===== config.mk =====
export PLATFORM = sky130hd
export DESIGN_NAME = rfft_unload_flat
export DESIGN_NICKNAME = d
export VERILOG_FILES = /design/src/rtl/rfft_pkg.sv /design/src/rtl/rfft_unload_if.sv /design/src/rtl/rfft_unload_fifo2.sv /design/src/rtl/rfft_unload.sv /design/src/flat_wrapper.sv
export SDC_FILE = /design/constraint.sdc
export NUM_CORES = 1
export LEC_CHECK = 0
export ABC_AREA = 1
export BUFFER_PORTS_ARGS = -buffer_cell sky130_fd_sc_hd__buf_4
export CORE_AREA = 4 4 143 145
export CTS_CLUSTER_DIAMETER = 30
export DETAILED_ROUTE_END_ITERATION = 10
export DIE_AREA = 0 0 147 149
export HOLD_SLACK_MARGIN = 0.12
export PLACE_DENSITY = 0.51
export SLEW_MARGIN = 10
export SYNTH_ARGS = -nofsm -noshare
export SYNTH_HDL_FRONTEND = slang
export SYNTH_SLANG_ARGS = --single-unit

===== constraint.sdc =====
create_clock -name Clk -period 5.5 [get_ports Clk]
set_clock_uncertainty 0.1 [all_clocks]
set_input_delay 0.55 -clock Clk [delete_from_list [all_inputs] [get_ports Clk]]
set_output_delay 0.55 -clock Clk [all_outputs]
set_load 0.03 [all_outputs]

===== src/rtl/rfft_pkg.sv =====
// rfft_pkg: shared constants, storage-map field positions, FSM state type
// and the bit-reverse helper used by the RFFT core and its unload reader.
package rfft_pkg;

  localparam int WIDTH_DEF  = 32;
  localparam int ADDR_W_DEF = 6;
  localparam int NPTS_DEF   = 256;

  // Storage index j: bank select in [7:6], per-bank address in [5:0].
  localparam int BANK_HI = 7;
  localparam int BANK_LO = 6;
  localparam int ADDR_HI = 5;
  localparam int ADDR_LO = 0;

  typedef enum logic [1:0] {
    ST_IDLE  = 2'd0,
    ST_READ  = 2'd1,
    ST_DRAIN = 2'd2
  } unload_state_t;

  function automatic logic [7:0] bitrev8(input logic [7:0] v);
    logic [7:0] r;
    for (int i = 0; i < 8; i++) r[i] = v[7-i];
    return r;
  endfunction

endpackage


===== src/rtl/rfft_unload_if.sv =====
// rfft_unload_if: output stream of the unload block.
// A beat transfers on a rising edge where m_valid && m_ready; while m_valid
// is high and m_ready low the source holds m_data/m_index/m_last stable and
// may not withdraw m_valid.
interface rfft_unload_if #(parameter int WIDTH = 32);
  logic [WIDTH-1:0] m_data;
  logic [7:0]       m_index;
  logic             m_valid;
  logic             m_ready;
  logic             m_last;

  modport master (output m_data, m_index, m_valid, m_last, input m_ready);
  modport slave  (input m_data, m_index, m_valid, m_last, output m_ready);
endinterface


===== src/rtl/rfft_unload_fifo2.sv =====
// rfft_unload_fifo2: 2-entry synchronous FIFO, first-word fall-through head.
// Push on a full FIFO is accepted only when a pop happens in the same cycle.
module rfft_unload_fifo2 #(
  parameter int DW = 41
) (
  input  logic          Clk,
  input  logic          Reset_n,
  input  logic          push_i,
  input  logic [DW-1:0] push_data_i,
  input  logic          pop_i,
  output logic [DW-1:0] head_o,
  output logic          full_o,
  output logic          empty_o,
  output logic [1:0]    count_o
);

  logic [DW-1:0] mem_q [2];
  logic          wr_ptr_q, wr_ptr_d;
  logic          rd_ptr_q, rd_ptr_d;
  logic [1:0]    count_q, count_d;
  logic          do_push, do_pop;

  assign do_pop  = pop_i && (count_q != 2'd0);
  assign do_push = push_i && ((count_q != 2'd2) || do_pop);

  // Pointer and occupancy next-state.
  always_comb begin
    wr_ptr_d = wr_ptr_q;
    rd_ptr_d = rd_ptr_q;
    count_d  = count_q;
    if (do_push) wr_ptr_d = ~wr_ptr_q;
    if (do_pop)  rd_ptr_d = ~rd_ptr_q;
    if (do_push && !do_pop)      count_d = count_q + 2'd1;
    else if (!do_push && do_pop) count_d = count_q - 2'd1;
  end

  // Storage and pointer registers.
  always_ff @(posedge Clk or negedge Reset_n) begin
    if (!Reset_n) begin
      mem_q[0] <= '0;
      mem_q[1] <= '0;
      wr_ptr_q <= 1'b0;
      rd_ptr_q <= 1'b0;
      count_q  <= 2'd0;
    end else begin
      if (do_push) mem_q[wr_ptr_q] <= push_data_i;
      wr_ptr_q <= wr_ptr_d;
      rd_ptr_q <= rd_ptr_d;
      count_q  <= count_d;
    end
  end

  assign head_o  = mem_q[rd_ptr_q];
  assign full_o  = (count_q == 2'd2);
  assign empty_o = (count_q == 2'd0);
  assign count_o = count_q;

endmodule


===== src/rtl/rfft_unload.sv =====
// rfft_unload: reads the 256 results of the 4-bank RFFT core and streams
// them out one per cycle with bin index and m_last on the final beat.
// Build option RFFT_UNLOAD_BITREV_EN: when defined, reads follow j =
// bitrev8(k) so output is in natural bin order; when undefined, reads follow
// raw storage order and m_index = bitrev8(j) reports the true bin.
module rfft_unload
  import rfft_pkg::*;
#(
  parameter int WIDTH  = WIDTH_DEF,
  parameter int ADDR_W = ADDR_W_DEF
) (
  input  logic              Clk,
  input  logic              Reset_n,
  input  logic              start,
  output logic              busy,
  output logic              finished,
  output logic [ADDR_W-1:0] rd_addr0,
  output logic [ADDR_W-1:0] rd_addr1,
  input  logic [WIDTH-1:0]  ram_out0,
  input  logic [WIDTH-1:0]  ram_out1,
  input  logic [WIDTH-1:0]  ram_out2,
  input  logic [WIDTH-1:0]  ram_out3,
  rfft_unload_if.master     m,
  output unload_state_t     dbg_state
);

  localparam int         NPTS   = 4 << ADDR_W;
  localparam logic [7:0] K_LAST = 8'(NPTS - 1);
  localparam int         DW     = WIDTH + 9;

  unload_state_t state_q, state_d;
  logic [7:0]    k_rd_q, k_rd_d;
  logic          inf_vld_q, inf_vld_d;
  logic [1:0]    inf_bank_q, inf_bank_d;
  logic [7:0]    inf_idx_q, inf_idx_d;
  logic          inf_last_q, inf_last_d;
  logic          finished_q, finished_d;

  logic [7:0]    rd_j, rd_idx;
  logic          pop, issue;
  logic [2:0]    in_use, limit;
  logic [WIDTH-1:0] bank_data;
  logic [DW-1:0] fifo_head;
  logic          fifo_full, fifo_empty;
  logic [1:0]    fifo_count;

`ifdef RFFT_UNLOAD_BITREV_EN
  assign rd_j   = bitrev8(k_rd_q);
  assign rd_idx = k_rd_q;
`else
  assign rd_j   = k_rd_q;
  assign rd_idx = bitrev8(k_rd_q);
`endif

  // Both bank pairs share the per-bank address; the bank is picked on return.
  assign rd_addr0 = rd_j[ADDR_HI:ADDR_LO];
  assign rd_addr1 = rd_j[ADDR_HI:ADDR_LO];

  // A pop this cycle frees one slot, which keeps 1 beat/cycle with ready high.
  assign pop    = m.m_valid && m.m_ready;
  assign in_use = 3'(fifo_count) + 3'(inf_vld_q);
  assign limit  = 3'd2 + 3'(pop);
  assign issue  = (state_q == ST_READ) && (!fifo_full || pop) && (in_use < limit);

  // FSM next-state, issue counter and in-flight pipe.
  always_comb begin
    state_d    = state_q;
    k_rd_d     = k_rd_q;
    inf_vld_d  = issue;
    inf_bank_d = inf_bank_q;
    inf_idx_d  = inf_idx_q;
    inf_last_d = inf_last_q;
    finished_d = 1'b0;
    if (issue) begin
      inf_bank_d = rd_j[BANK_HI:BANK_LO];
      inf_idx_d  = rd_idx;
      inf_last_d = (k_rd_q == K_LAST);
    end
    case (state_q)
      ST_IDLE: begin
        if (start) begin
          state_d = ST_READ;
          k_rd_d  = 8'd0;
        end
      end
      ST_READ: begin
        if (issue) begin
          if (k_rd_q == K_LAST) state_d = ST_DRAIN;
          else                  k_rd_d  = k_rd_q + 8'd1;
        end
      end
      ST_DRAIN: begin
        if (pop && m.m_last) begin
          state_d    = ST_IDLE;
          finished_d = 1'b1;
        end
      end
      default: state_d = ST_IDLE;
    endcase
  end

  // State, counter and in-flight registers.
  always_ff @(posedge Clk or negedge Reset_n) begin
    if (!Reset_n) begin
      state_q    <= ST_IDLE;
      k_rd_q     <= 8'd0;
      inf_vld_q  <= 1'b0;
      inf_bank_q <= 2'd0;
      inf_idx_q  <= 8'd0;
      inf_last_q <= 1'b0;
      finished_q <= 1'b0;
    end else begin
      state_q    <= state_d;
      k_rd_q     <= k_rd_d;
      inf_vld_q  <= inf_vld_d;
      inf_bank_q <= inf_bank_d;
      inf_idx_q  <= inf_idx_d;
      inf_last_q <= inf_last_d;
      finished_q <= finished_d;
    end
  end

  // Select the returning bank for the read issued last cycle.
  always_comb begin
    bank_data = ram_out0;
    case (inf_bank_q)
      2'd0: bank_data = ram_out0;
      2'd1: bank_data = ram_out1;
      2'd2: bank_data = ram_out2;
      2'd3: bank_data = ram_out3;
      default: bank_data = ram_out0;
    endcase
  end

  rfft_unload_fifo2 #(.DW(DW)) u_fifo (
    .Clk         (Clk),
    .Reset_n     (Reset_n),
    .push_i      (inf_vld_q),
    .push_data_i ({inf_last_q, inf_idx_q, bank_data}),
    .pop_i       (pop),
    .head_o      (fifo_head),
    .full_o      (fifo_full),
    .empty_o     (fifo_empty),
    .count_o     (fifo_count)
  );

  assign m.m_data   = fifo_head[WIDTH-1:0];
  assign m.m_index  = fifo_head[WIDTH+7:WIDTH];
  assign m.m_last   = fifo_head[WIDTH+8];
  assign m.m_valid  = !fifo_empty;

  assign busy      = (state_q != ST_IDLE);
  assign finished  = finished_q;
  assign dbg_state = state_q;

endmodule

===== src/flat_wrapper.sv =====
// flat-port wrapper written by rule: the top's interface ports become plain ports
module rfft_unload_flat import rfft_pkg::*;
#(
  parameter int WIDTH  = WIDTH_DEF,
  parameter int ADDR_W = ADDR_W_DEF
)
  (Clk, Reset_n, start, busy, finished, rd_addr0, rd_addr1, ram_out0, ram_out1, ram_out2, ram_out3, dbg_state, m_m_data, m_m_index, m_m_valid, m_m_last, m_m_ready);
  rfft_unload_if #(.WIDTH(WIDTH)) m_i ();
  input  logic Clk;
  input  logic Reset_n;
  input  logic start;
  output logic busy;
  output logic finished;
  output logic [ADDR_W-1:0] rd_addr0;
  output logic [ADDR_W-1:0] rd_addr1;
  input  logic [WIDTH-1:0] ram_out0;
  input  logic [WIDTH-1:0] ram_out1;
  input  logic [WIDTH-1:0] ram_out2;
  input  logic [WIDTH-1:0] ram_out3;
  output unload_state_t dbg_state;
  output wire logic [$bits(m_i.m_data)-1:0] m_m_data;
  output wire logic [$bits(m_i.m_index)-1:0] m_m_index;
  output wire logic [$bits(m_i.m_valid)-1:0] m_m_valid;
  output wire logic [$bits(m_i.m_last)-1:0] m_m_last;
  input wire logic [$bits(m_i.m_ready)-1:0] m_m_ready;
  assign m_m_data = m_i.m_data;
  assign m_m_index = m_i.m_index;
  assign m_m_valid = m_i.m_valid;
  assign m_m_last = m_i.m_last;
  assign m_i.m_ready = m_m_ready;
  rfft_unload #(.WIDTH(WIDTH), .ADDR_W(ADDR_W)) u_core (.Clk(Clk), .Reset_n(Reset_n), .start(start), .busy(busy), .finished(finished), .rd_addr0(rd_addr0), .rd_addr1(rd_addr1), .ram_out0(ram_out0), .ram_out1(ram_out1), .ram_out2(ram_out2), .ram_out3(ram_out3), .m(m_i), .dbg_state(dbg_state));
endmodule

==> metrics.md, run 1 <==
| Metric | Value |
|---|---|
| Final core area utilization | `0.3920` |
| Dominant cell type by area after synthesis | `dfrtp_1` |
| Vias per Instance | `4.438` |
| Worst Setup Slack, final | `2.897 ns` |
| Core Area | `19,210 sq um` |
| Mux share of post-synthesis cell area | `0` |
| Period utilization | `0.4732` |
| TritonCTS Buffers | `9` |
| CTS Buffer Depth | `2` |
| Clk sinks | `107` |
| CP endpoint kind | `output pin` |
| Row cnt | `51` |
| Max-Cap Viols | `0` |
| Clk root buf | `clkbuf_16` |
| Grt total ovfl | `0` |
| Simple-gate share of the synthesized area | `0.3562` |
| Setup-failing EPs final | `0` |
| Vias | `approximately 5,400` |
| Dpl cells | `1,211` |
| CP max-delay cell | `dfrtp_2` |
| DP Wirelength | `approximately 12 mm` |
| Routability cong. | `0.7643` |
| R2r worst-path depth | `9` |
| Peak VDD IR | `0.0002243 V` |
| Die ar. | `21,900 sq um` |
| Worst-Margin Slew | `0.8018 ns` |
| First-pass GRT wire length | `28.03 mm` |
| CP cell instances | `buf_4, o21ai_0, buf_4` |
| Area growth, synth to finish | `32.07%` |
| Layout cells sized above 1 | `0.2422` |
| Syn Area/Cell | `7.135 sq um` |
| Layout Cells excl Fill | `roughly 1,200` |
| Critical path's largest stage delay | `0.59 ns` |
| # resized after CTS | `0` |
| Largest net degree at the start of global routing | `just under 60` |
| Final Hold Viols | `0` |
| Mapped Area | `5700 sq um` |
| Hold Slack | `0.1115 ns` |
| Sequential area share after synthesis | `0.4697` |
| Die width | `147 um` |
| Total negative setup slack | `0 ns` |
| Gr usage total | `0.1608` |
| Worst EP arrival | `1.95 ns` |
| # hold bufs at CTS | `0` |
| Final Max Slew Viols | `0` |
| Power per cell area | `521.3 nW/um^2` |
| Post-route design area | `7528 sq um` |
| Tmin final | `2.603 ns` |
| Post-synthesis adder-cell area fraction | `0.008780` |
| Clock Latency Late Sink | `0.35 ns` |
| Syn Inst Count | `799` |
| Post-CTS Setup Bufs | `0` |
| Final nets | `1,093` |
| Synth top area cells | `dfrtp_1, nand2_1, o21ai_0` |
| Total Wirelength | `approximately 18 mm` |
| CP max FO | `between 50 and 60` |
| Reg-to-reg endpoint | `u_core.u_fifo.mem_q[35]` |
| Yosys warns | `0` |
| Worst Setup Path Type | `reg2out` |
| Setup WS pre-CTS | `2.985 ns` |
| Main combinational cell family by area after synthesis | `simple AND/OR/NAND/NOR gates` |
| Final Total Pwr | `3.925 mW` |
| Die Ht | `149 um` |
| Max Fclk | `roughly 0.38 GHz` |
| Ant. Diodes | `0` |
| Status | `complete, no violations` |
| Number of H-tree levels | `3` |
| I/O Buffers | `between 150 and 200` |
| Wire per inst | `between 10 and 15 um` |
| Hold Path Class | `in2async` |
| DR pass1 iterations | `4` |
| DR iter-0 viols | `369` |
| Antenna violations before repair | `0` |
| Crit start category | `register` |
| CP required | `4.85 ns` |
| Net Count, Synth | `935` |
| Antenna Nets Post-Route | `0` |
| Clock transition at path regs | `0.08 ns` |
| Top-area cell type share of the netlist area | `0.4697` |
| Leak | `3.924 nW` |
| R2r setup slk | `3.34 ns` |
| DR DRC count | `0` |
| Netlist cell types | `27` |
| Relative slew slack | `0.4647` |
| CTS tree | `yes` |
| RSZ-0062 raised after global routing | `false` |
| Initial Utilization | `0.2968` |
| Number of fill cells | `2,061` |
| Most used cell, CP | `buf_4` |
| Placed inst area | `7216 sq um` |
| Synth Area in Compound Gates | `0.06980` |
| Xor/xnor cell area share of the yosys netlist | `0.004609` |
| Launching point of the worst reg2reg path | `u_core.u_fifo.count_o[1]` |
| Vias in the first global route | `5,191` |
| I/O pin cnt | `190` |
| Flops & latches, synth | `between 100 and 150` |
## per-layer routing
layer | up-vias | track usage | routed length (um)
li1 | 2796 | - | -
met1 | 2483 | 0.2165 | 8197
met2 | 154 | 0.2637 | 8262
met3 | 13 | 0.03312 | 1109
met4 | 0 | 0.04660 | 214
met5 | - | 0 | 0
## flip-flops by register name, summed over array words and instances, names as in the netlist
name	count
u_core.u_fifo.mem_q	82
u_core.inf_idx_q	8
u_core.k_rd_q	8
u_core.dbg_state	2
u_core.u_fifo.count_o	2
u_core.finished	1
u_core.inf_last_q	1
u_core.inf_vld_q	1
u_core.u_fifo.rd_ptr_q	1
u_core.u_fifo.wr_ptr_q	1
## worst max path at each step
stage,endpoint,from,slack [ns]
2_1_floorplan,m_m_data[15],u_core.u_fifo.rd_ptr_q,3.47
3_3_place_gp,u_core.u_fifo.mem_q[25],m_m_ready,3.04
3_5_place_dp,u_core.u_fifo.mem_q[35],m_m_ready,2.99
4_1_cts,m_m_last,u_core.u_fifo.rd_ptr_q,2.83
5_1_grt,m_m_last,u_core.u_fifo.rd_ptr_q,2.71
6_report,m_m_last,u_core.u_fifo.rd_ptr_q,2.90
## layout by cell type, fill, tap and decap left out, drive strengths merged
master and instances:
a21oi 1, buf 196, bufinv 1, clkbuf 12
clkinv 2, dfrtp 107, ha 4, inv 60
nand2 431, nand3 15, nand3b 1, nand4 34
nor2 18, nor3 2, nor3b 1, o21ai 74
xnor2 1, xor2 2
## final cells by class
class / instances / area, sq um / area share
clock buffers: 12 / 256.5 / 0.03407
clock inverters: 4 / 56.30 / 0.007479
inverters: 59 / 221.5 / 0.02942
multi-input cells: 584 / 2512 / 0.3337
flip-flops and latches: 107 / 2679 / 0.3558
well taps: 265 / 331.6 / 0.04404
repair buffers: 196 / 1471 / 0.1954
## Yosys cell counts
library cell,count
ha_1,4
buf_2,21
dfrtp_1,107
buf_1,3
xor2_1,2
nor2_1,14
nor3_1,2
buf_6,3
inv_1,54
a21oi_1,1
nand3_1,14
o21ai_1,16
nand2_4,1
nand4_1,34
nor2_2,4
nand2_1,426
nand3b_1,1
nand2_2,4
inv_2,4
nor3b_1,1
nand3_2,1
buf_4,17
xnor2_1,1
clkinv_1,1
clkbuf_1,5
o21ai_2,6
o21ai_0,52
## worst max-delay path, delay by kind of cell, from the launching register on
| kind | cells | cell delay (ns) |
|---|---|---|
| buffers and inverters | 2 | 0.74 |
| flip-flops | 1 | 0.59 |
| AO/OA/AOI/OAI | 1 | 0.24 |
## cells by family after synthesis
| logic type | Yosys count |
|---|---|
| xor+xnor | 3 |
| flops | 107 |
| buf+inv | 108 |
| fa+ha+maj | 4 |
| simple gates | 502 |
| compound gates | 75 |
## where the power goes
group,internal (mW),switching (mW),leakage [nW]
clock,0.383,0.306,0.154
combinational,0.645,1.31,2.41
sequential,1.09,0.185,1.36
(Power assumes the default switching activity.)
==> inputs of run 2 (changes only) <==
--- a/config.mk
+++ b/config.mk
@@ -12,7 +12,7 @@
 export DETAILED_ROUTE_END_ITERATION = 10
 export DIE_AREA = 0 0 147 149
 export HOLD_SLACK_MARGIN = 0.12
-export PLACE_DENSITY = 0.51
+export PLACE_DENSITY = 0.53
 export SLEW_MARGIN = 10
 export SYNTH_ARGS = -nofsm -noshare
 export SYNTH_HDL_FRONTEND = slang
==> constraint.sdc (replaced) <==
create_clock -name Clk -period 2.25 [get_ports Clk]
set_clock_uncertainty 0.1 [all_clocks]
set_input_delay 0.225 -clock Clk [delete_from_list [all_inputs] [get_ports Clk]]
set_output_delay 0.225 -clock Clk [all_outputs]
set_load 0.03 [all_outputs]
==> run 2 against run 1 <==
Net effect:
- clock power increased by 140%
- hold slack improved by 0.012 ns
- core utilization up 0.98 points
- die area unchanged
- non-clock buffer count grew 13
- setup slack worse by 2.7 ns
==> metrics.md, run 2 (synthesis gave the netlist of run 1 again) <==
| Metric | Value |
|---|---|
| Status | `complete, no violations` |
| RSZ-0062 raised after global routing | `false` |
| Biggest register | `u_core.u_fifo.mem_q` |
| Tmin final | `2.083 ns` |
| Clk root buf | `clkbuf_16` |
| CP cell instances | `clkinvlp_4, nand2_1, nand2_1, buf_4` |
| Relative slew slack | `0.6855` |
| Gr usage total | `0.1553` |
| I/O Buffers | `189` |
| DR pass1 iterations | `4` |
| Area growth, synth to finish | `35.36%` |
| Final nets | `approximately 1,100` |
| Die width | `147 um` |
| Vias | `approximately 5,500` |
| Post-CTS Setup Bufs | `0` |
| Final Max Slew Viols | `0` |
| Vias per Instance | `4.427` |
| CTS tree | `yes` |
| Worst-Margin Slew | `0.4718 ns` |
| Clk sinks | `107` |
| Crit start category | `register` |
| Clock Latency Late Sink | `0.35 ns` |
| DR DRC count | `0` |
| First-pass GRT wire length | `27.64 mm` |
| Leak | `approximately 4 nW` |
| Layout cells sized above 1 | `0.2454` |
| Power per cell area | `1249 nW/um^2` |
| CP endpoint kind | `output pin` |
| Critical path's largest stage delay | `~0.65 ns` |
| Max-Cap Viols | `0` |
| Largest register FFs | `82` |
| Largest net degree at the start of global routing | `53` |
| Buf+Inv Stages, Crit Path | `2` |
| Vias in the first global route | `between 5,000 and 6,000` |
| Total negative setup slack | `0 ns` |
| Total Wirelength | `17.30 mm` |
| DR iter-0 viols | `~260` |
| Final Hold Viols | `0` |
| Most used cell, CP | `nand2_1` |
| CP max FO | `23` |
| Worst Setup Path Type | `reg2out` |
| Worst EP arrival | `1.76 ns` |
| Peak VDD IR | `0.0006439 V` |
| Dpl cells | `1,217` |
| Max Fclk | `0.4801 GHz` |
| Layout Cells excl Fill | `1,239` |
| Ant. Diodes | `0` |
| CP max-delay cell | `dfrtp_2` |
| Placed inst area | `7336 sq um` |
| Leading cell type in the layout, fill and taps excluded | `nand2_1` |
| Die Ht | `149 um` |
| I/O pin cnt | `190` |
| Row cnt | `51` |
| Routability cong. | `0.7581` |
| Clock transition at path regs | `around 0.070 ns` |
| Die ar. | `21,900 sq um` |
| Hold Path Class | `in2reg` |
| Antenna violations before repair | `0` |
| Post-route design area | `7716 sq um` |
| Initial Utilization | `0.2968` |
| Grt total ovfl | `0` |
| Setup-failing EPs final | `0` |
| Period utilization | `0.9258` |
| DP Wirelength | `12.32 mm` |
| Antenna Nets Post-Route | `0` |
| Commonest non-fill, non-tap cells in the layout | `nand2_1, buf_4, dfrtp_1` |
| Core Area | `19,210 sq um` |
| Top Registers | `u_core.u_fifo.mem_q: 82 flops, u_core.inf_idx_q: 8 flops, u_core.k_rd_q: 8 flops` |
| Number of H-tree levels | `3` |
| CTS Buffer Depth | `2` |
| Wire per inst | `13.96 um` |
| TritonCTS Buffers | `9` |
| Top Family by Delay on Critical Path | `flip-flops` |
| CP required | `approximately 1.9 ns` |
run 2: stage by stage:
stage	hold slack (ns)	power (mW)	util	setup WS, ns
finish	0.1236	9.641	0.4017	0.1670
global route	0.1402	10.42	0.4017	0.02533
CTS	0.1204	9.780	0.4013	0.03975
detailed placement	0.1151	8.115	0.3819	0.3401
global placement	0.1166	8.055	0.3819	0.3718
floorplan	-0.1706	6.438	-	0.4391
run 2: path summary, 6_finish.rpt:
check	from	end	slack (ns)	cells past startpoint
min in group asynchronous	Reset_n	u_core.u_fifo.mem_q[63]	0.28	2
max in group asynchronous	Reset_n	u_core.u_fifo.mem_q[3]	1.16	3
setup reg to reg	u_core.inf_idx_q[1]	u_core.u_fifo.mem_q[18]	0.23	7
setup / recovery	u_core.u_fifo.rd_ptr_q	m_m_data[31]	0.17	4
hold / removal	ram_out2[7]	u_core.u_fifo.mem_q[7]	0.12	5
hold reg to reg	u_core.u_fifo.mem_q[53]	u_core.u_fifo.mem_q[53]	0.38	2
run 2: final cells by class:
cell class / count / area (sq um)
Clock buffer: 12 / 256.5
Clock inverter: 3 / 46.29
Fill cell: 2064 / 11490
Inverter: 59 / 225.2
Multi-Input combinational cell: 584 / 2512
Sequential cell: 107 / 2679
Tap cell: 265 / 331.6
Timing Repair Buffer: 209 / 1665
run 2: layer usage:
layer | GRT usage | vias up | routed length [um]
li1 | - | 2816 | -
met1 | 0.2139 | 2520 | 8275
met2 | 0.2549 | 139 | 7935
met3 | 0.03099 | 10 | 952
met4 | 0.03402 | 0 | 138
met5 | 0 | - | 0
run 2: timing repair:
item	CTS	global route
hold buffers	7	0
hold endpoints to repair	37	0
setup endpoints to repair	0	11
resized for setup	0	2
run 2: power by group:
part / switching, mW / total [mW] / internal, mW
clock network: 0.711 / 1.63 / 0.924
logic: 3.17 / 4.85 / 1.68
registers: 0.478 / 3.15 / 2.68
run 2: tightest hold or removal path: stages:
cell     delay [ns]
buf_4          0.08
nand2_1        0.04
nand4_1        0.09
nand2_1        0.06
nand2_1        0.05
